$ cat src/rtl/riscv_div_pkg.sv
// Shared constants and types for the RV32M iterative divider.
// Latency: n/a (package). Backpressure: n/a.
package riscv_div_pkg;

    localparam int XLEN  = 32;
    localparam int CNT_W = 5;

    localparam logic [2:0] F3_DIV  = 3'b100;
    localparam logic [2:0] F3_DIVU = 3'b101;
    localparam logic [2:0] F3_REM  = 3'b110;
    localparam logic [2:0] F3_REMU = 3'b111;

    typedef enum logic [1:0] {
        S_IDLE = 2'd0,
        S_CALC = 2'd1,
        S_DONE = 2'd2
    } state_e;

    localparam logic [XLEN-1:0] DIV0_QUO = '1;
    localparam logic [XLEN-1:0] INT_MIN  = {1'b1, {(XLEN-1){1'b0}}};

    function automatic logic [XLEN-1:0] abs_val(input logic [XLEN-1:0] v, input logic is_signed);
        return (is_signed && v[XLEN-1]) ? (~v + 1'b1) : v;
    endfunction

endpackage

$ cat src/rtl/riscv_div_step.sv
// One restoring division iteration: shift {rem,quo} left, subtract divisor if it fits.
// Latency: combinational. Backpressure: none.
module riscv_div_step #(
    parameter int W = 32
) (
    input  logic [W-1:0] rem_i,
    input  logic [W-1:0] quo_i,
    input  logic [W-1:0] div_i,
    output logic [W-1:0] rem_o,
    output logic [W-1:0] quo_o
);

    logic [W:0]   shifted;
    logic [W-1:0] diff;
    logic         fits;

    // The shifted partial remainder is W+1 bits; when the divisor fits, the
    // difference is below the divisor, so the low W bits of a modular subtract are exact.
    always_comb begin
        shifted = {rem_i, quo_i[W-1]};
        fits    = (shifted >= {1'b0, div_i});
        diff    = shifted[W-1:0] - div_i;
        rem_o   = fits ? diff : shifted[W-1:0];
        quo_o   = {quo_i[W-2:0], fits};
    end

endmodule

$ cat src/rtl/riscv_div_unit.sv
// RV32M DIV/DIVU/REM/REMU radix-2 restoring divider in EX; early-out via RISCV_DIV_EARLY_OUT_EN.
// Latency: 33 stall cycles + result cycle (special/early-out: 1 + 1). Backpressure: div_stall freezes F/D; flush kills.
module riscv_div_unit
    import riscv_div_pkg::*;
#(
    parameter int XLEN  = riscv_div_pkg::XLEN,
    parameter int CNT_W = riscv_div_pkg::CNT_W
) (
    input  logic            clk,
    input  logic            rst_n,
    input  logic            start,
    input  logic [2:0]      funct3,
    input  logic [XLEN-1:0] op_a,
    input  logic [XLEN-1:0] op_b,
    input  logic            flush,
    output logic            div_stall,
    output logic            busy,
    output logic            result_valid,
    output logic [XLEN-1:0] result
);

    state_e          state_q, state_d;
    logic [XLEN-1:0] quo_q, quo_d;
    logic [XLEN-1:0] rem_q, rem_d;
    logic [XLEN-1:0] dvsr_q, dvsr_d;
    logic [CNT_W-1:0] cnt_q, cnt_d;
    logic            neg_quo_q, neg_quo_d;
    logic            neg_rem_q, neg_rem_d;
    logic            rem_sel_q, rem_sel_d;

    logic [XLEN-1:0] step_rem, step_quo;
    logic [XLEN-1:0] abs_a, abs_b;
    logic            is_signed, b_zero, sgn_ovf, go;

    riscv_div_step #(.W(XLEN)) u_step (
        .rem_i (rem_q),
        .quo_i (quo_q),
        .div_i (dvsr_q),
        .rem_o (step_rem),
        .quo_o (step_quo)
    );

    always_comb begin
        is_signed = ~funct3[0];
        abs_a     = abs_val(op_a, is_signed);
        abs_b     = abs_val(op_b, is_signed);
        b_zero    = (op_b == '0);
        sgn_ovf   = is_signed && (op_a == INT_MIN) && (op_b == '1);
        go        = start && funct3[2] && !flush;
    end

    always_comb begin
        state_d      = state_q;
        quo_d        = quo_q;
        rem_d        = rem_q;
        dvsr_d       = dvsr_q;
        cnt_d        = cnt_q;
        neg_quo_d    = neg_quo_q;
        neg_rem_d    = neg_rem_q;
        rem_sel_d    = rem_sel_q;
        div_stall    = 1'b0;
        result_valid = 1'b0;
        result       = '0;

        case (state_q)
            S_IDLE: begin
                if (go) begin
                    div_stall = 1'b1;
                    rem_sel_d = funct3[1];
                    neg_quo_d = is_signed && (op_a[XLEN-1] ^ op_b[XLEN-1]) && !b_zero;
                    neg_rem_d = is_signed && op_a[XLEN-1];
                    dvsr_d    = abs_b;
                    cnt_d     = '0;
                    // Remainder is kept as a magnitude; the sign fix-up in DONE restores op_a.
                    if (b_zero) begin
                        quo_d   = DIV0_QUO;
                        rem_d   = abs_a;
                        state_d = S_DONE;
                    end else if (sgn_ovf) begin
                        quo_d   = INT_MIN;
                        rem_d   = '0;
                        state_d = S_DONE;
`ifdef RISCV_DIV_EARLY_OUT_EN
                    end else if (abs_a < abs_b) begin
                        quo_d   = '0;
                        rem_d   = abs_a;
                        state_d = S_DONE;
`endif
                    end else begin
                        quo_d   = abs_a;
                        rem_d   = '0;
                        state_d = S_CALC;
                    end
                end
            end
            S_CALC: begin
                div_stall = 1'b1;
                quo_d     = step_quo;
                rem_d     = step_rem;
                cnt_d     = cnt_q + 1'b1;
                if (cnt_q == CNT_W'(XLEN-1)) begin
                    state_d = S_DONE;
                end
            end
            S_DONE: begin
                result_valid = 1'b1;
                if (rem_sel_q) begin
                    result = neg_rem_q ? (~rem_q + 1'b1) : rem_q;
                end else begin
                    result = neg_quo_q ? (~quo_q + 1'b1) : quo_q;
                end
                state_d = S_IDLE;
            end
            default: begin
                state_d = S_IDLE;
            end
        endcase

        // The redirect must never be held off by a divide it is about to kill.
        if (flush) begin
            state_d   = S_IDLE;
            div_stall = 1'b0;
        end
    end

    assign busy = (state_q != S_IDLE);

    always_ff @(posedge clk) begin
        if (!rst_n) begin
            state_q   <= S_IDLE;
            quo_q     <= '0;
            rem_q     <= '0;
            dvsr_q    <= '0;
            cnt_q     <= '0;
            neg_quo_q <= 1'b0;
            neg_rem_q <= 1'b0;
            rem_sel_q <= 1'b0;
        end else begin
            state_q   <= state_d;
            quo_q     <= quo_d;
            rem_q     <= rem_d;
            dvsr_q    <= dvsr_d;
            cnt_q     <= cnt_d;
            neg_quo_q <= neg_quo_d;
            neg_rem_q <= neg_rem_d;
            rem_sel_q <= rem_sel_d;
        end
    end

endmodule

$ cat config.mk
export PLATFORM = sky130hd
export DESIGN_NAME = riscv_div_unit
export DESIGN_NICKNAME = d
export VERILOG_FILES = /design/src/rtl/riscv_div_pkg.sv /design/src/rtl/riscv_div_step.sv /design/src/rtl/riscv_div_unit.sv
export SDC_FILE = /design/constraint.sdc
export NUM_CORES = 1
export LEC_CHECK = 0
export CORE_MARGIN = 10
export CORE_UTILIZATION = 50
export DETAILED_ROUTE_END_ITERATION = 16
export PLACE_DENSITY = 0.73
export SLEW_MARGIN = 20
export SYNTH_ARGS = -nofsm -noshare
export SYNTH_HDL_FRONTEND = slang
export SYNTH_HIERARCHICAL = 1
export SYNTH_SLANG_ARGS = --single-unit
$ cat constraint.sdc
create_clock -name clk -period 3.54 [get_ports clk]
set_input_delay 0.708 -clock clk [delete_from_list [all_inputs] [get_ports clk]]
set_output_delay 0.708 -clock clk [all_outputs]
set_load 0.01 [all_outputs]
==> results.tsv, run 1 <==
metric	value	unit
cts.sinks	106	
grt_pass1_wl	52.3	mm
top_level_ports	106	
filler_cell_count	1790	
grt.total_usage	24.3	%
insertedDiodeCount	0	
vias	10500	
total_length_of_routed_wires	32.9	mm
timing.setup.critical_path_class	reg -> reg	
synth_seq_area_share	21.5	%
place_area	0.0114	mm^2
totalPowerFinal	0.00376	W
max_clock_freq	0.286	GHz
floorplan.die.height	161	um
final_nets	1553	
transition_at_the_pin_with_the_smallest_max_transition_slack	0.889	ns
report.final.slew_viol_count	0	
worstReg2RegStart	rem_q[6]$_SDFFE_PN0P_	
htreeDepth	3	
slew-limit-headroom	40.0	%
power_leakage	4.58	nW
drt_first_iter_violations	966	
avgSynthCellArea	7.37	um^2
ant_nets	0	
report.final.hold_viol_count	0	
synth-edff-count	0	
postSynthCellCount	1342	
place_hpwl	25.0	mm
outcome	finished clean	
final_layout_size_suffix_gt1_share	14.0	%
mostFrequentLayoutCell	sky130_fd_sc_hd__a21oi_1	
route.detailed.vias_per_inst	6.13	
finalClockSkew	0.00826	ns
cts.root.buffer_cell	sky130_fd_sc_hd__clkbuf_16	
cts-buffers-inserted	9	
synthesis.nets	1453	
final_min_period_over_clock_period	98.9	%
antenna_found_initial	0	
drc	0	
hold_path.class	reg -> reg	
data_required_time_of_the_worst_path	3.78	ns
synth_top_family_by_area	compound AO/OA/AOI/OAI gates	
ys_types	79	
asyncSetResetFlopFracSynth	0	%
routed_wire_length_per_instance	19.2	um
worstPathArrival	3.74	ns
hold_depth	2	
timing.final.crit_period	3.50	ns
regToRegEndpoint	rem_q[6]$_SDFFE_PN0P_	
hold_start	dvsr_q[31]$_SDFFE_PN0P_	
cts_tree	built	
grt.overflow.total	0	
final_core_util	61.1	%
ys_seq_elements	106	
cts-root-to-sink-buffers	2	
yosysWarningCount	6	
placement_rows	51	
placement.io_buffers	105	
firstDrtPassIters	5	
syn_area	0.00989	mm^2
max-cap-violations	0	
cp-end-kind	register	
layout_common_cells	sky130_fd_sc_hd__a21oi_1, sky130_fd_sc_hd__nand2_1, sky130_fd_sc_hd__dfxtp_1	
timing.reg2reg.worst_path_depth	12	
compound_gate_fraction_of_synth_area	28.3	%
initial_utilization	50.8	%
cts.hold.buffers_added	0	
dieWidth	161	um
clock_pin_slew_on_the_worst_setup_and_hold_paths	0.08	ns
gp_routability_congestion	0.992	
syn_to_final_growth	20.3	%
setup.reg_to_reg.worst_slack	0.04	ns
yosys.area_share.simple	21.2	%
grt_pass1_vias	10000	
synthFlopType	sky130_fd_sc_hd__dfxtp_1	
grt_max_degree	71	
stdcell_area	0.0119	mm^2
holdPathEnd	dvsr_q[31]$_SDFFE_PN0P_	
clkLatencyLatePin	0.36	ns
vdd_drop_max	0.254	mV
critical_path.startpoint_type	register	
power_density	316	mW/mm^2
yosys.area_share.xor_xnor	12.2	%
worstPathMaxFanout	13	
placeableCoreArea	0.0195	mm^2
synthMuxAreaShare	3.10	%
final-setup-viol-count	0	
area_enclosed_by_the_die_boundary	0.0258	mm^2
synth_adder_area_share	5.14	%
sequential cells by signal, summed over array words and instances (netlist names):
name       cells
neg_quo_q      1
cnt_q          5
quo_q         32
rem_q         32
neg_rem_q      1
rem_sel_q      1
state_q        2
dvsr_q        32
Yosys cell counts, types with 29 or more instances:
| cell | count | area share, % |
|---|---|---|
| sky130_fd_sc_hd__a21oi_1 | 116 | 5.9 |
| sky130_fd_sc_hd__dfxtp_1 | 106 | 21 |
| sky130_fd_sc_hd__nand2_1 | 104 | 3.9 |
| sky130_fd_sc_hd__nor2_1 | 101 | 3.8 |
| sky130_fd_sc_hd__clkbuf_1 | 80 | 3.0 |
| sky130_fd_sc_hd__o21ai_0 | 77 | 3.9 |
| sky130_fd_sc_hd__xnor2_1 | 73 | 6.5 |
| sky130_fd_sc_hd__xor2_1 | 65 | 5.8 |
| sky130_fd_sc_hd__inv_1 | 58 | 2.2 |
| sky130_fd_sc_hd__nor3_1 | 53 | 2.7 |
| sky130_fd_sc_hd__ha_1 | 39 | 4.9 |
| sky130_fd_sc_hd__nand3_1 | 36 | 1.8 |
| sky130_fd_sc_hd__buf_4 | 32 | 2.4 |
| sky130_fd_sc_hd__o22ai_1 | 29 | 1.8 |
critical path, stage by stage, from the launching register on:
cell	delay [ns]
sky130_fd_sc_hd__dfxtp_1	0.39
sky130_fd_sc_hd__ha_1	0.33
sky130_fd_sc_hd__nand4_1	0.19
sky130_fd_sc_hd__o21bai_1	0.24
sky130_fd_sc_hd__a2111o_1	0.47
sky130_fd_sc_hd__a311o_1	0.34
sky130_fd_sc_hd__a21o_1	0.25
sky130_fd_sc_hd__a31oi_4	0.28
sky130_fd_sc_hd__buf_12	0.20
sky130_fd_sc_hd__mux2_2	0.34
sky130_fd_sc_hd__nor2_1	0.14
sky130_fd_sc_hd__o22a_1	0.16
sky130_fd_sc_hd__nor2_1	0.04
final cells by class:
cell class                 count  area (um^2)  share of cell area, %
clock buffer                   9          225                   1.89
clock inverter                 6         52.6                  0.442
inverter                      59          224                   1.88
multi-input combinational   1056         7100                   59.6
sequential                   106         2120                   17.9
tap                          265          332                   2.79
timing repair buffer         210         1850                   15.5
per-stage QoR:
step	worst slack, ns	hold slack (ns)	setup TNS, ns	std cells
2_1_floorplan	0.376	0.424	0	1342
5_1_grt	-0.0458	0.502	-0.112	1711
4_1_cts	-0.0808	0.458	-0.0808	1707
3_3_place_gp	-0.0510	0.441	-0.0888	1691
6_report	0.0379	0.456	0	1711
3_5_place_dp	-0.0609	0.448	-0.374	1691
cells by family (layout without fill, tap and decap cells):
kind of cell	count (synthesis)	in the layout
mux	28	28
compound gates	426	426
simple gates	424	424
fa+ha+maj	40	40
buf+inv	180	284
xor+xnor	138	138
flops	106	106
routing by layer:
layer / wire length (um) / global-route usage, % / share of wire, % / up-vias
met5: 0 / 0 / 0 / -
li1: - / - / - / 5083
met2: 16200 / 41.5 / 49 / 390
met3: 2060 / 2.79 / 6.3 / 75
met4: 1030 / 9.10 / 3.1 / 0
met1: 13600 / 30.6 / 41 / 4947
timing repair:
| item | in CTS | in global routing |
|---|---|---|
| gates resized for setup | 41 | 23 |
| pin swaps | 3 | 13 |
| hold endpoints to repair | 0 | 0 |
| cloned | 0 | 1 |
| buffers inserted | 1 | 3 |
| endpoints found under the setup margin | 15 | 37 |
worst max path at each step:
stage	start	endpoint	slack (ns)	cells past startpoint
6_report	rem_q[6]$_SDFFE_PN0P_	rem_q[6]$_SDFFE_PN0P_	0.04	12
5_1_grt	quo_q[2]$_SDFFE_PN0P_	result[8]	-0.05	8
4_1_cts	rem_q[10]$_SDFFE_PN0P_	result[25]	-0.08	7
3_5_place_dp	rem_q[10]$_SDFFE_PN0P_	result[25]	-0.06	7
3_3_place_gp	rem_q[10]$_SDFFE_PN0P_	result[25]	-0.05	7
2_1_floorplan	rem_q[10]$_SDFFE_PN0P_	result[25]	0.38	7
report_power, final:
group	internal (W)	switching, W
registers	0.00125	0.0000538
logic	0.000698	0.000772
clock network	0.000483	0.000507
total	0.00243	0.00133
Power figures use the tool's default switching activity.
==> inputs of run 2 (changes only) <==
--- a/config.mk
+++ b/config.mk
@@ -9,7 +9,6 @@
 export CORE_UTILIZATION = 50
 export DETAILED_ROUTE_END_ITERATION = 16
 export PLACE_DENSITY = 0.73
-export SLEW_MARGIN = 20
 export SYNTH_ARGS = -nofsm -noshare
 export SYNTH_HDL_FRONTEND = slang
 export SYNTH_HIERARCHICAL = 1
==> results of run 2 <==
The final DEF is identical to that of run 1; final timing and power are the same.
==> inputs of run 3 (changes only) <==
--- a/config.mk
+++ b/config.mk
@@ -5,6 +5,7 @@
 export SDC_FILE = /design/constraint.sdc
 export NUM_CORES = 1
 export LEC_CHECK = 0
+export CAP_MARGIN = 15
 export CORE_MARGIN = 10
 export CORE_UTILIZATION = 50
 export DETAILED_ROUTE_END_ITERATION = 16
==> results of run 3 <==
The final DEF is identical to that of run 1; final timing and power are the same.
